File: config.mk
export PLATFORM = sky130hd
export DESIGN_NAME = async_wr_ctrl
export DESIGN_NICKNAME = d
export VERILOG_FILES = /design/src/rtl/async_fifo_pkg.sv /design/src/rtl/gray2bin.sv /design/src/rtl/async_wr_ctrl.sv
export SDC_FILE = /design/constraint.sdc
export NUM_CORES = 1
export LEC_CHECK = 0
export ABC_CLOCK_PERIOD_IN_PS = 2400
export CORE_AREA = 4 4 41 43
export DETAILED_ROUTE_END_ITERATION = 12
export DIE_AREA = 0 0 45 47
export GPL_TIMING_DRIVEN = 0
export PLACE_DENSITY = 0.67
export SLEW_MARGIN = 20
export SYNTH_ARGS = -nofsm -noshare
export SYNTH_HDL_FRONTEND = slang
export SYNTH_SLANG_ARGS = --single-unit
File: constraint.sdc
create_clock -name wr_clk -period 2.4 [get_ports wr_clk]
set_input_delay 0.36 -clock wr_clk [delete_from_list [all_inputs] [get_ports wr_clk]]
set_output_delay 0.36 -clock wr_clk [all_outputs]
set_load 0.1 [all_outputs]
File: src/rtl/async_fifo_pkg.sv
// Shared helpers for the dual-clock FIFO: Gray/binary conversion and
// elaboration-time parameter rules.
package async_fifo_pkg;

  localparam int MAX_PTR_W = 32;

  // Width-generic by zero-extension: unused upper bits stay zero in both directions.
  function automatic logic [MAX_PTR_W-1:0] bin2gray(input logic [MAX_PTR_W-1:0] b);
    return b ^ (b >> 1);
  endfunction

  function automatic logic [MAX_PTR_W-1:0] gray2bin(input logic [MAX_PTR_W-1:0] g);
    logic [MAX_PTR_W-1:0] b;
    b = '0;
    b[MAX_PTR_W-1] = g[MAX_PTR_W-1];
    for (int i = MAX_PTR_W - 2; i >= 0; i--) begin
      b[i] = b[i+1] ^ g[i];
    end
    return b;
  endfunction

  function automatic int addr_width(input int depth);
    return $clog2(depth);
  endfunction

  function automatic bit depth_ok(input int depth);
    return (depth >= 2) && ((depth & (depth - 1)) == 0);
  endfunction

  function automatic bit af_level_ok(input int af_level, input int depth);
    return (af_level >= 1) && (af_level <= depth);
  endfunction

endpackage

File: src/rtl/gray2bin.sv
// Combinational Gray-to-binary decoder; each binary bit is the XOR of all
// Gray bits at or above it.
module gray2bin #(
  parameter int WIDTH = 3
) (
  input  logic [WIDTH-1:0] gray,
  output logic [WIDTH-1:0] bin
);

  always_comb begin
    bin = '0;
    for (int i = 0; i < WIDTH; i++) begin
      bin[i] = ^(gray >> i);
    end
  end

endmodule

File: src/rtl/async_wr_ctrl.sv
// Write-side pointer and flag controller of the dual-clock FIFO. Owns the
// Gray write pointer and derives registered full/almost-full/count status.
module async_wr_ctrl
  import async_fifo_pkg::*;
#(
  parameter int DEPTH    = 4,
  parameter int AF_LEVEL = DEPTH - 1
) (
  input  logic                          wr_clk,
  input  logic                          rst_n,
  input  logic                          wr_en,
  input  logic [addr_width(DEPTH):0]    rd_ptr_wsync,
  output logic [addr_width(DEPTH)-1:0]  wr_addr,
  output logic [addr_width(DEPTH):0]    wr_ptr,
  output logic                          wr_full,
  output logic                          wr_almost_full,
  output logic [addr_width(DEPTH):0]    wr_count,
  output logic                          wr_ack,
  output logic                          wr_overflow
);

  localparam int AWIDTH = addr_width(DEPTH);
  localparam int PW     = AWIDTH + 1;

  if (!depth_ok(DEPTH) || !af_level_ok(AF_LEVEL, DEPTH)) begin : g_bad_params
    $error("async_wr_ctrl: DEPTH must be a power of two >= 2 and AF_LEVEL in 1..DEPTH");
  end

  logic [PW-1:0] wr_ptr_bin_q, wr_ptr_bin_d;
  logic [PW-1:0] wr_ptr_q,     wr_ptr_d;
  logic [PW-1:0] wr_count_q,   wr_count_d;
  logic          wr_full_q,    wr_full_d;
  logic          wr_af_q,      wr_af_d;
  logic          wr_ack_q,     wr_ack_d;
  logic          wr_ovf_q,     wr_ovf_d;

  logic          wr_accept;
  logic [PW-1:0] rd_bin;
  logic [PW-1:0] cnt_nxt;

  gray2bin #(.WIDTH(PW)) u_rd_decode (
    .gray (rd_ptr_wsync),
    .bin  (rd_bin)
  );

  // The extra pointer MSB lets a plain wrapped subtraction tell full from empty.
  always_comb begin
    wr_accept    = wr_en & ~wr_full_q;
    wr_ptr_bin_d = wr_ptr_bin_q + {{AWIDTH{1'b0}}, wr_accept};
    wr_ptr_d     = PW'(bin2gray(MAX_PTR_W'(wr_ptr_bin_d)));
    cnt_nxt      = wr_ptr_bin_d - rd_bin;
    wr_count_d   = cnt_nxt;
    wr_full_d    = (cnt_nxt == PW'(DEPTH));
    wr_af_d      = (cnt_nxt >= PW'(AF_LEVEL));
    wr_ack_d     = wr_accept;
    wr_ovf_d     = wr_ovf_q | (wr_en & wr_full_q);
  end

  always_ff @(posedge wr_clk) begin
    if (!rst_n) begin
      wr_ptr_bin_q <= '0;
      wr_ptr_q     <= '0;
      wr_count_q   <= '0;
      wr_full_q    <= 1'b0;
      wr_af_q      <= 1'b0;
      wr_ack_q     <= 1'b0;
      wr_ovf_q     <= 1'b0;
    end else begin
      wr_ptr_bin_q <= wr_ptr_bin_d;
      wr_ptr_q     <= wr_ptr_d;
      wr_count_q   <= wr_count_d;
      wr_full_q    <= wr_full_d;
      wr_af_q      <= wr_af_d;
      wr_ack_q     <= wr_ack_d;
      wr_ovf_q     <= wr_ovf_d;
    end
  end

  assign wr_addr        = wr_ptr_bin_q[AWIDTH-1:0];
  assign wr_ptr         = wr_ptr_q;
  assign wr_full        = wr_full_q;
  assign wr_almost_full = wr_af_q;
  assign wr_count       = wr_count_q;
  assign wr_ack         = wr_ack_q;
  assign wr_overflow    = wr_ovf_q;

endmodule

==> results of run 1 <==
[layout by cell type, fill, tap and decap left out, drive strengths merged]
cell type	n
nor2	8
nor2b	1
clkdlybuf4s50	17
xor2	4
clkbuf	4
clkinv	1
nand2	1
a21oi	1
xnor3	1
dfxtp	12
nor3	2
ha	2
fa	1
and2	4
xnor2	2
o2bb2ai	1
inv	2
[per-layer routing]
| metal | vias up | routed length (um) |
|---|---|---|
| met4 | 0 | 17 |
| met5 | - | 0 |
| met2 | 14 | 343 |
| met3 | 2 | 71 |
| met1 | 150 | 359 |
| li1 | 177 | - |
[logic make-up (layout without fill, tap and decap cells)]
| logic type | Yosys count | in the layout | share of synthesized area (%) |
|---|---|---|---|
| simple gates | 16 | 16 | 17.37 |
| flops | 12 | 12 | 50.53 |
| xor+xnor | 7 | 7 | 17.37 |
| fa+ha+maj | 3 | 3 | 9.473 |
| buf+inv | 3 | 24 | 2.368 |
| compound gates | 2 | 2 | 2.894 |
[final timing paths]
check                               to  slack (ns)  cells after the start
min reg2reg     wr_overflow$_SDFF_PN0_        0.48                      2
max          wr_almost_full$_SDFF_PN0_        0.11                      9
min             wr_overflow$_SDFF_PN0_        0.48                      2
max reg2reg  wr_almost_full$_SDFF_PN0_        0.39                      8
[flip-flops by register name (all words and copies together) (netlist names)]
signal / count
wr_ack: 1
wr_count: 3
wr_overflow: 1
wr_ptr: 2
wr_almost_full: 1
wr_full: 1
wr_ptr_bin_q: 3
[where the power goes]
part	switching [W]	internal [W]	leakage (nW)
logic	0.000406	0.000149	0.180
clock network	0.0000673	0.0000922	0.0210
registers	0.0000172	0.000245	0.100
total	0.000491	0.000486	0.301
[worst max-delay path, cell delays in order]
cell and delay (ns):
clkdlybuf4s50_1 0.42, nor2b_2 0.19, and2_1 0.16, ha_1 0.32, inv_1 0.09, fa_1 0.46, xor2_2 0.17, xnor2_2 0.19
o2bb2ai_1 0.09
[timing repair]
action / in CTS / in global routing
setup endpoints to repair: 1 / 3
hold buffers: 0 / 0
gates resized for setup: 1 / 2
[stage by stage]
stage	hold slack (ns)	utilization, %	TNS [ns]	power [W]	std cells
2_1_floorplan	0.4817	-	0	0.0007007	43
3_3_place_gp	0.4469	51.44	-0.7540	0.0008089	75
3_5_place_dp	0.4595	51.44	-0.8524	0.0008139	75
4_1_cts	0.4787	54.42	0	0.0009772	79
5_1_grt	0.5391	55.58	0	0.001022	79
6_report	0.4771	55.58	0	0.0009772	79
[cell type report]
class	count	area, um2	share of cell area (%)
well taps	15	18.77	2.595
multi-input cells	28	241.5	33.39
repair buffers	17	170.2	23.53
flip-flops and latches	12	245.2	33.91
inverters	3	11.26	1.557
clock buffers	4	36.28	5.017
==> impl_metrics.json, run 1 <==
{
  "top_usage_layer": "met2",
  "fp.coreArea_um2": 1301,
  "reg2reg_from": "wr_full$_SDFF_PN0_",
  "cts_setup_buffers": 0,
  "clock_latency_ns": 0.27,
  "clock_skew_ns": 0.004507,
  "drive_gt1_share_pct": 20.31,
  "synth_flop_cell": "dfxtp_1",
  "clockBufferDepth": 2,
  "row_count": 13,
  "crit_start": "wr_en",
  "n_antenna_cell": 0,
  "clk_pin_slew_ns": 0.07,
  "drv_cap": 0,
  "hp-start": "wr_overflow$_SDFF_PN0_",
  "yosys-top-cells-area": "dfxtp_1, nor2_1, xor2_1",
  "slew_viol_final": 0,
  "yosysSeqAreaShare_pct": 50.53,
  "drtIter0Drc": 2,
  "synth_warnings": 0,
  "fmax_mhz": 436.3,
  "place_area_um2": 669.4,
  "cts_made_buffers": 3,
  "place_congestion": 0.7054,
  "initial_utilization_pct": 36.54,
  "port_buffers": 17,
  "dieArea_um2": 2115,
  "synth_enable_flop_cells": 0,
  "fill_cells": 126,
  "fp.dieH_um": 47,
  "yosysMostFrequentCell": "dfxtp_1",
  "critPathMaxFanout": 4,
  "power_leakage_nw": 0.3014,
  "cts_tree": "done",
  "slew_headroom_pct": 35.14,
  "wirelength_um": 791,
  "grt_max_degree": 11,
  "setup_viol": 0,
  "min_path_type": "flip-flop to flip-flop",
  "status": "finished, final reports clean",
  "rsz0062_at_grt": "no",
  "worst_pin_slew_ns": 0.9699,
  "critPathKind": "input pin to flip-flop",
  "first_global_vias": 340,
  "async_flop_share_pct": 0,
  "cts-root-buf": "clkbuf_4",
  "post-place-ws_ns": -0.3075,
  "synth_fp_nets": 52,
  "grt.total_usage_pct": 8.946,
  "min_period_ns": 2.292,
  "syn_area_per_cell_um2": 11.06,
  "netlist_area_um2": 475.5,
  "netlist.area_leader.share_pct": 50.53,
  "fin_crit_sh_pct": 95.49,
  "power_density_nw_per_um2": 1351,
  "syn_inst": 43,
  "worstPathRequired_ns": 2.56,
  "wl_per_cell_um": 10.01,
  "dpl.hpwl_um": 625.4,
  "cp.arrival_ns": 2.45,
  "synth_seq_cells": 12,
  "layout.nets": 74,
  "first_pass_iters": 5,
  "io_pins": 18,
  "final.setup.worst_slack_ns": 0.1082,
  "die_w_um": 45,
  "ir_drop_uv": 560.4,
  "globalRouteMet1Util_pct": 10.33,
  "grt_pass1_wl_mm": 1.269,
  "met3_usage_pct": 3.448,
  "yosysTopAreaCell": "dfxtp_1",
  "fin_area_um2": 723.2,
  "use_met2_pct": 12.43,
  "end_kind": "flip-flop",
  "synthTopCellsByCount": "dfxtp_1, nor2_1, xor2_1",
  "antenna_found_initial": 0,
  "drcViolationCount": 0,
  "cts-htree-levels": 1,
  "antenna_left": 0,
  "grt.overflow.total": 0,
  "areaGrowthSynthToFinish_pct": 52.11,
  "via_per_inst": 4.342,
  "ys_types": 18,
  "final_hold_viol_count": 0,
  "cts_sinks": 12,
  "cp-start-kind": "input pin",
  "vias": 343
}
Note: power is estimated with default switching activity, not from simulation.
==> run 2: changes to the inputs <==
--- a/config.mk
+++ b/config.mk
@@ -5,7 +5,7 @@
 export SDC_FILE = /design/constraint.sdc
 export NUM_CORES = 1
 export LEC_CHECK = 0
-export ABC_CLOCK_PERIOD_IN_PS = 2400
+export ABC_CLOCK_PERIOD_IN_PS = 2950
 export CORE_AREA = 4 4 41 43
 export DETAILED_ROUTE_END_ITERATION = 12
 export DIE_AREA = 0 0 45 47
==> constraint.sdc (replaced) <==
create_clock -name wr_clk -period 2.95 [get_ports wr_clk]
set_input_delay 0.4425 -clock wr_clk [delete_from_list [all_inputs] [get_ports wr_clk]]
set_output_delay 0.4425 -clock wr_clk [all_outputs]
set_load 0.1 [all_outputs]
==> impl_metrics.json, run 2 (synthesis gave the netlist of run 1 again) <==
{
  "vias": 349,
  "crit_start": "wr_en",
  "first_pass_iters": 4,
  "min_period_ns": 2.502,
  "critPathKind": "input pin to flip-flop",
  "drcViolationCount": 0,
  "wirelength_um": 818,
  "wl_per_cell_um": 10.49,
  "end_kind": "flip-flop",
  "fp.coreArea_um2": 1301,
  "clock_skew_ns": 0.003030,
  "grt_pass1_wl_mm": 1.255,
  "first_global_vias": 315,
  "worst_pin_slew_ns": 0.9667,
  "grt.total_usage_pct": 9.402,
  "setup_tns_ns": 0,
  "status": "finished, final reports clean",
  "path_cells": "clkdlybuf4s50_1 -> nor2b_1 -> and2_1 -> ha_1 -> inv_1 -> fa_1 -> xor2_1 -> xnor2_1 -> o2bb2ai_1",
  "p_int_w": 0.0003603,
  "cts_sinks": 12,
  "antenna_found_initial": 0,
  "layout_common_cells": "clkdlybuf4s50_1, dfxtp_1, nor2_1",
  "fp.dieH_um": 47,
  "critPathMaxFanout": 4,
  "p_seq_share_pct": 28.0,
  "drtIter0Drc": 1,
  "cts_made_buffers": 3,
  "hold_buffers": 0,
  "ff_latch_area_um2": 240.2,
  "post_cts_resized": 0,
  "drive_gt1_share_pct": 11.11,
  "fmax_mhz": 399.7,
  "cts_tree": "done",
  "power_density_nw_per_um2": 1100,
  "setup_viol": 0,
  "cts-htree-levels": 1,
  "finalNonFillerCells": 78,
  "initial_utilization_pct": 36.54,
  "min_path_type": "flip-flop to flip-flop",
  "p_clk_share_pct": 13.3,
  "cp.arrival_ns": 2.66,
  "cts_setup_buffers": 0,
  "die_w_um": 45,
  "drv_cap": 0,
  "worstPathRequired_ns": 3.11,
  "fill_cells": 135,
  "grt_max_degree": 11,
  "clockBufferDepth": 2,
  "row_count": 13,
  "layout.nets": 74,
  "antenna_left": 0,
  "worst_path_largest_cell_delay_ns": 0.47,
  "io_pins": 18,
  "switchingPower_w": 0.0003952,
  "dp.cells": 75,
  "grt.overflow.total": 0,
  "cp-start-kind": "input pin",
  "cts-root-buf": "clkbuf_4",
  "n_antenna_cell": 0,
  "ir_drop_uv": 488.5,
  "via_per_inst": 4.474,
  "dieArea_um2": 2115,
  "switching_share_pct": 52.31,
  "areaGrowthSynthToFinish_pct": 44.47,
  "final_hold_viol_count": 0,
  "power_leakage_nw": 0.2858,
  "dpl.hpwl_um": 622.2,
  "hp-start": "wr_overflow$_SDFF_PN0_",
  "slew_headroom_pct": 35.35,
  "cp_slowest_cell": "clkdlybuf4s50_1",
  "final_common_cell": "clkdlybuf4s50_1",
  "reg2reg_from": "wr_full$_SDFF_PN0_",
  "met2_length_um": 371,
  "slew_viol_final": 0,
  "highest_layer": "met4",
  "multi_input_area_um2": 224.0,
  "port_buffers": 17,
  "rsz0062_at_grt": "no",
  "clock_latency_ns": 0.28,
  "comb_power_share_pct": 58.6,
  "fin_crit_sh_pct": 84.82,
  "met1Wirelength_um": 334,
  "place_congestion": 0.6708,
  "clk_pin_slew_ns": 0.07,
  "wl_met3_um": 72
}
## run 2: cell type report
type                            instances  area share, %
Sequential cell                        12          34.97
Multi-Input combinational cell         28          32.60
Timing Repair Buffer                   17          24.77
Clock buffer                            3          3.279
Tap cell                               15          2.732
Inverter                                3          1.639
## run 2: layer usage
layer | vias to the layer above | global-route usage [%]
met2 | 14 | 14.41
met1 | 156 | 8.625
met5 | - | 0
met3 | 5 | 3.448
met4 | 0 | 12.28
li1 | 174 | -
## run 2: critical path: cells and delay by family
| family | cells | cell delay [ns] |
|---|---|---|
| fa+ha+maj | 2 | 0.62 |
| compound gates | 1 | 0.11 |
| buf+inv | 2 | 0.56 |
| simple gates | 2 | 0.50 |
| xor+xnor | 2 | 0.43 |
## run 2: final timing paths
path,endpoint,slack (ns),cells past startpoint
max,wr_almost_full$_SDFF_PN0_,0.45,9
min,wr_overflow$_SDFF_PN0_,0.46,2
max reg2reg,wr_almost_full$_SDFF_PN0_,0.79,8
min reg2reg,wr_overflow$_SDFF_PN0_,0.46,2
## run 2: per-stage QoR
step	hold WS [ns]	instance area, um2	setup slack [ns]	power (W)	util, %
detailed placement	0.4536	664.4	0.1494	0.0006620	51.06
global route	0.5429	686.9	0.3357	0.0007875	52.79
global placement	0.4480	664.4	0.1818	0.0006562	51.06
finish	0.4645	686.9	0.4478	0.0007555	52.79
floorplan	0.5642	475.5	0.1695	0.0005681	-
CTS	0.4714	686.9	0.4393	0.0007631	52.79
## run 2: power by group through the flow
stage / Clock [W] / Combinational [W] / Sequential (W)
4_1_cts: 0.000104 / 0.000446 / 0.000213
2_1_floorplan: 0 / 0.0000940 / 0.000474
3_3_place_gp: 0 / 0.000442 / 0.000214
5_1_grt: 0.000109 / 0.000461 / 0.000217
6_report: 0.000101 / 0.000443 / 0.000212
3_5_place_dp: 0 / 0.000446 / 0.000216
==> run 3: changes to the inputs <==
--- a/config.mk
+++ b/config.mk
@@ -5,12 +5,12 @@
 export SDC_FILE = /design/constraint.sdc
 export NUM_CORES = 1
 export LEC_CHECK = 0
-export ABC_CLOCK_PERIOD_IN_PS = 2950
-export CORE_AREA = 4 4 41 43
+export ABC_CLOCK_PERIOD_IN_PS = 2000
+export CORE_MARGIN = 4
+export CORE_UTILIZATION = 36
 export DETAILED_ROUTE_END_ITERATION = 12
-export DIE_AREA = 0 0 45 47
 export GPL_TIMING_DRIVEN = 0
-export PLACE_DENSITY = 0.67
+export PLACE_DENSITY = 0.7
 export SLEW_MARGIN = 20
 export SYNTH_ARGS = -nofsm -noshare
 export SYNTH_HDL_FRONTEND = slang
==> constraint.sdc (replaced) <==
create_clock -name wr_clk -period 2 [get_ports wr_clk]
set_input_delay 0.3 -clock wr_clk [delete_from_list [all_inputs] [get_ports wr_clk]]
set_output_delay 0.3 -clock wr_clk [all_outputs]
set_load 0.1 [all_outputs]
==> impl_metrics.json, run 3 (synthesis gave the netlist of run 1 again) <==
{
  "rsz0062_at_grt": "no",
  "grt_max_degree": 11,
  "final_common_cell": "dlygate4sd2_1",
  "worst_pin_slew_ns": 0.9556,
  "layout_common_cells": "dlygate4sd2_1, dfxtp_1, nor2_1",
  "fp.coreArea_um2": 1171,
  "fin_area_um2": 718.2,
  "place_area_um2": 696.9,
  "cts-root-buf": "clkbuf_4",
  "cts-htree-levels": 1,
  "min_path_type": "input pin to flip-flop",
  "min_period_ns": 1.849,
  "final.setup.worst_slack_ns": 0.1511,
  "io_pins": 18,
  "setup_viol": 0,
  "cts_tree": "done",
  "grt.total_usage_pct": 9.950,
  "top_usage_layer": "met2",
  "met3_usage_pct": 2.439,
  "final_hold_viol_count": 0,
  "grt_pass1_wl_mm": 1.311,
  "clock_skew_ns": 0.002108,
  "first_global_vias": 316,
  "fp.dieH_um": 44.34,
  "grt.overflow.total": 0,
  "path_cells": "nor2b_4 -> and2_4 -> ha_4 -> inv_2 -> fa_2 -> xor2_1 -> xnor2_1 -> o2bb2ai_1",
  "cp.arrival_ns": 2.01,
  "antenna_found_initial": 0,
  "end_kind": "flip-flop",
  "r2r_cells": 8,
  "hp-start": "wr_en",
  "cts_made_buffers": 3,
  "critPathKind": "flip-flop to flip-flop",
  "globalRouteMet1Util_pct": 10.86,
  "via_per_inst": 4.321,
  "reg2reg_to": "wr_almost_full$_SDFF_PN0_",
  "slew_viol_final": 0,
  "first_pass_iters": 3,
  "worst_path_largest_cell_delay_ns": 0.36,
  "power_leakage_nw": 0.3434,
  "ir_drop_uv": 778.1,
  "cp-start-kind": "flip-flop",
  "clk_pin_slew_ns": 0.07,
  "reg2reg_from": "wr_full$_SDFF_PN0_",
  "drv_cap": 0,
  "clockBufferDepth": 2,
  "wl_per_cell_um": 10.10,
  "drcViolationCount": 0,
  "place_congestion": 0.6822,
  "drtIter0Drc": 11,
  "fin_crit_sh_pct": 92.44,
  "critPathMaxFanout": 4,
  "worstPathRequired_ns": 2.16,
  "hold_depth": 3,
  "status": "finished, final reports clean",
  "post-place-ws_ns": -0.5022,
  "dpl.hpwl_um": 593.2,
  "initial_utilization_pct": 40.60,
  "antenna_left": 0,
  "slew_headroom_pct": 36.55,
  "wirelength_um": 788,
  "vias": 337,
  "drive_gt1_share_pct": 28.13,
  "dieArea_um2": 1966,
  "power_density_nw_per_um2": 1527,
  "fmax_mhz": 540.9,
  "areaGrowthSynthToFinish_pct": 51.05,
  "port_buffers": 17,
  "cts_sinks": 12,
  "cp_slowest_cell": "dfxtp_4",
  "row_count": 12,
  "hold-path-endpoint": "wr_overflow$_SDFF_PN0_",
  "r2r_slack_ns": 0.15,
  "n_antenna_cell": 0,
  "crit_start": "wr_full$_SDFF_PN0_",
  "layout.nets": 75,
  "use_met2_pct": 13.95,
  "clock_latency_ns": 0.27,
  "die_w_um": 44.34
}
[run 3: cell types whose count changed in the layout (fill, tap and decap cells not counted), moves of 2 or more]
cell             previous run  this run
clkdlybuf4s50_1            17         2
dfxtp_1                    12         9
dfxtp_4                     0         2
dlygate4sd2_1               0        15
ha_1                        2         0
[run 3: worst max-delay path, delay by kind of cell (launching register included)]
family / cells / cell delay, ns
DFF: 1 / 0.36
and+or+nand+nor: 2 / 0.21
xor gates and xnor gates: 2 / 0.45
AOI/OAI and AO/OA: 1 / 0.09
adders and majority gates: 2 / 0.60
buffers and inverters: 1 / 0.04
[run 3: per-stage QoR]
step                      TNS [ns]  power (W)  util (%)  instances  hold WS, ns
after detailed placement    -1.674  0.0009964     59.51         74       0.4524
final                            0   0.001097     61.32         78       0.3980
after global routing             0   0.001156     61.32         78       0.4367
after global placement      -1.607  0.0009913     59.51         74       0.4480
after CTS                        0   0.001112     61.32         78       0.3989
after floorplan           -0.07032  0.0008612         -         43       0.4217
[run 3: power by group]
group	switching [W]	internal, W	leakage, nW	total, W
sequential	0.0000212	0.000296	0.101	0.000317
combinational	0.000485	0.000148	0.229	0.000633
clock	0.0000771	0.0000698	0.0138	0.000147
[run 3: area by class of cell]
cell class                 instances  area, um2
sequential                        12      249.0
multi-input combinational         28      259.0
tap                               14      17.52
timing repair buffer              18      158.9
clock buffer                       3      22.52
inverter                           3      11.26
fill                             108      452.9
[run 3: worst max-delay path by stage]
stage | to | cells past startpoint
finish | wr_almost_full$_SDFF_PN0_ | 8
global route | wr_almost_full$_SDFF_PN0_ | 7
CTS | wr_almost_full$_SDFF_PN0_ | 8
detailed placement | wr_almost_full$_SDFF_PN0_ | 8
global placement | wr_almost_full$_SDFF_PN0_ | 8
floorplan | wr_almost_full$_SDFF_PN0_ | 8
[run 3: what timing repair did]
item / in CTS / in global routing
buffers inserted: 1 / 0
endpoints found under the setup margin: 15 / 0
hold buffers: 0 / 0
resized for setup: 17 / 0
[run 3: layer usage]
layer / share of wire [%] / wire, um / up-vias
met4: 6.0 / 47 / 0
met5: 0 / 0 / -
met2: 41 / 324 / 17
li1: - / - / 174
met1: 43 / 339 / 141
met3: 9.8 / 77 / 5
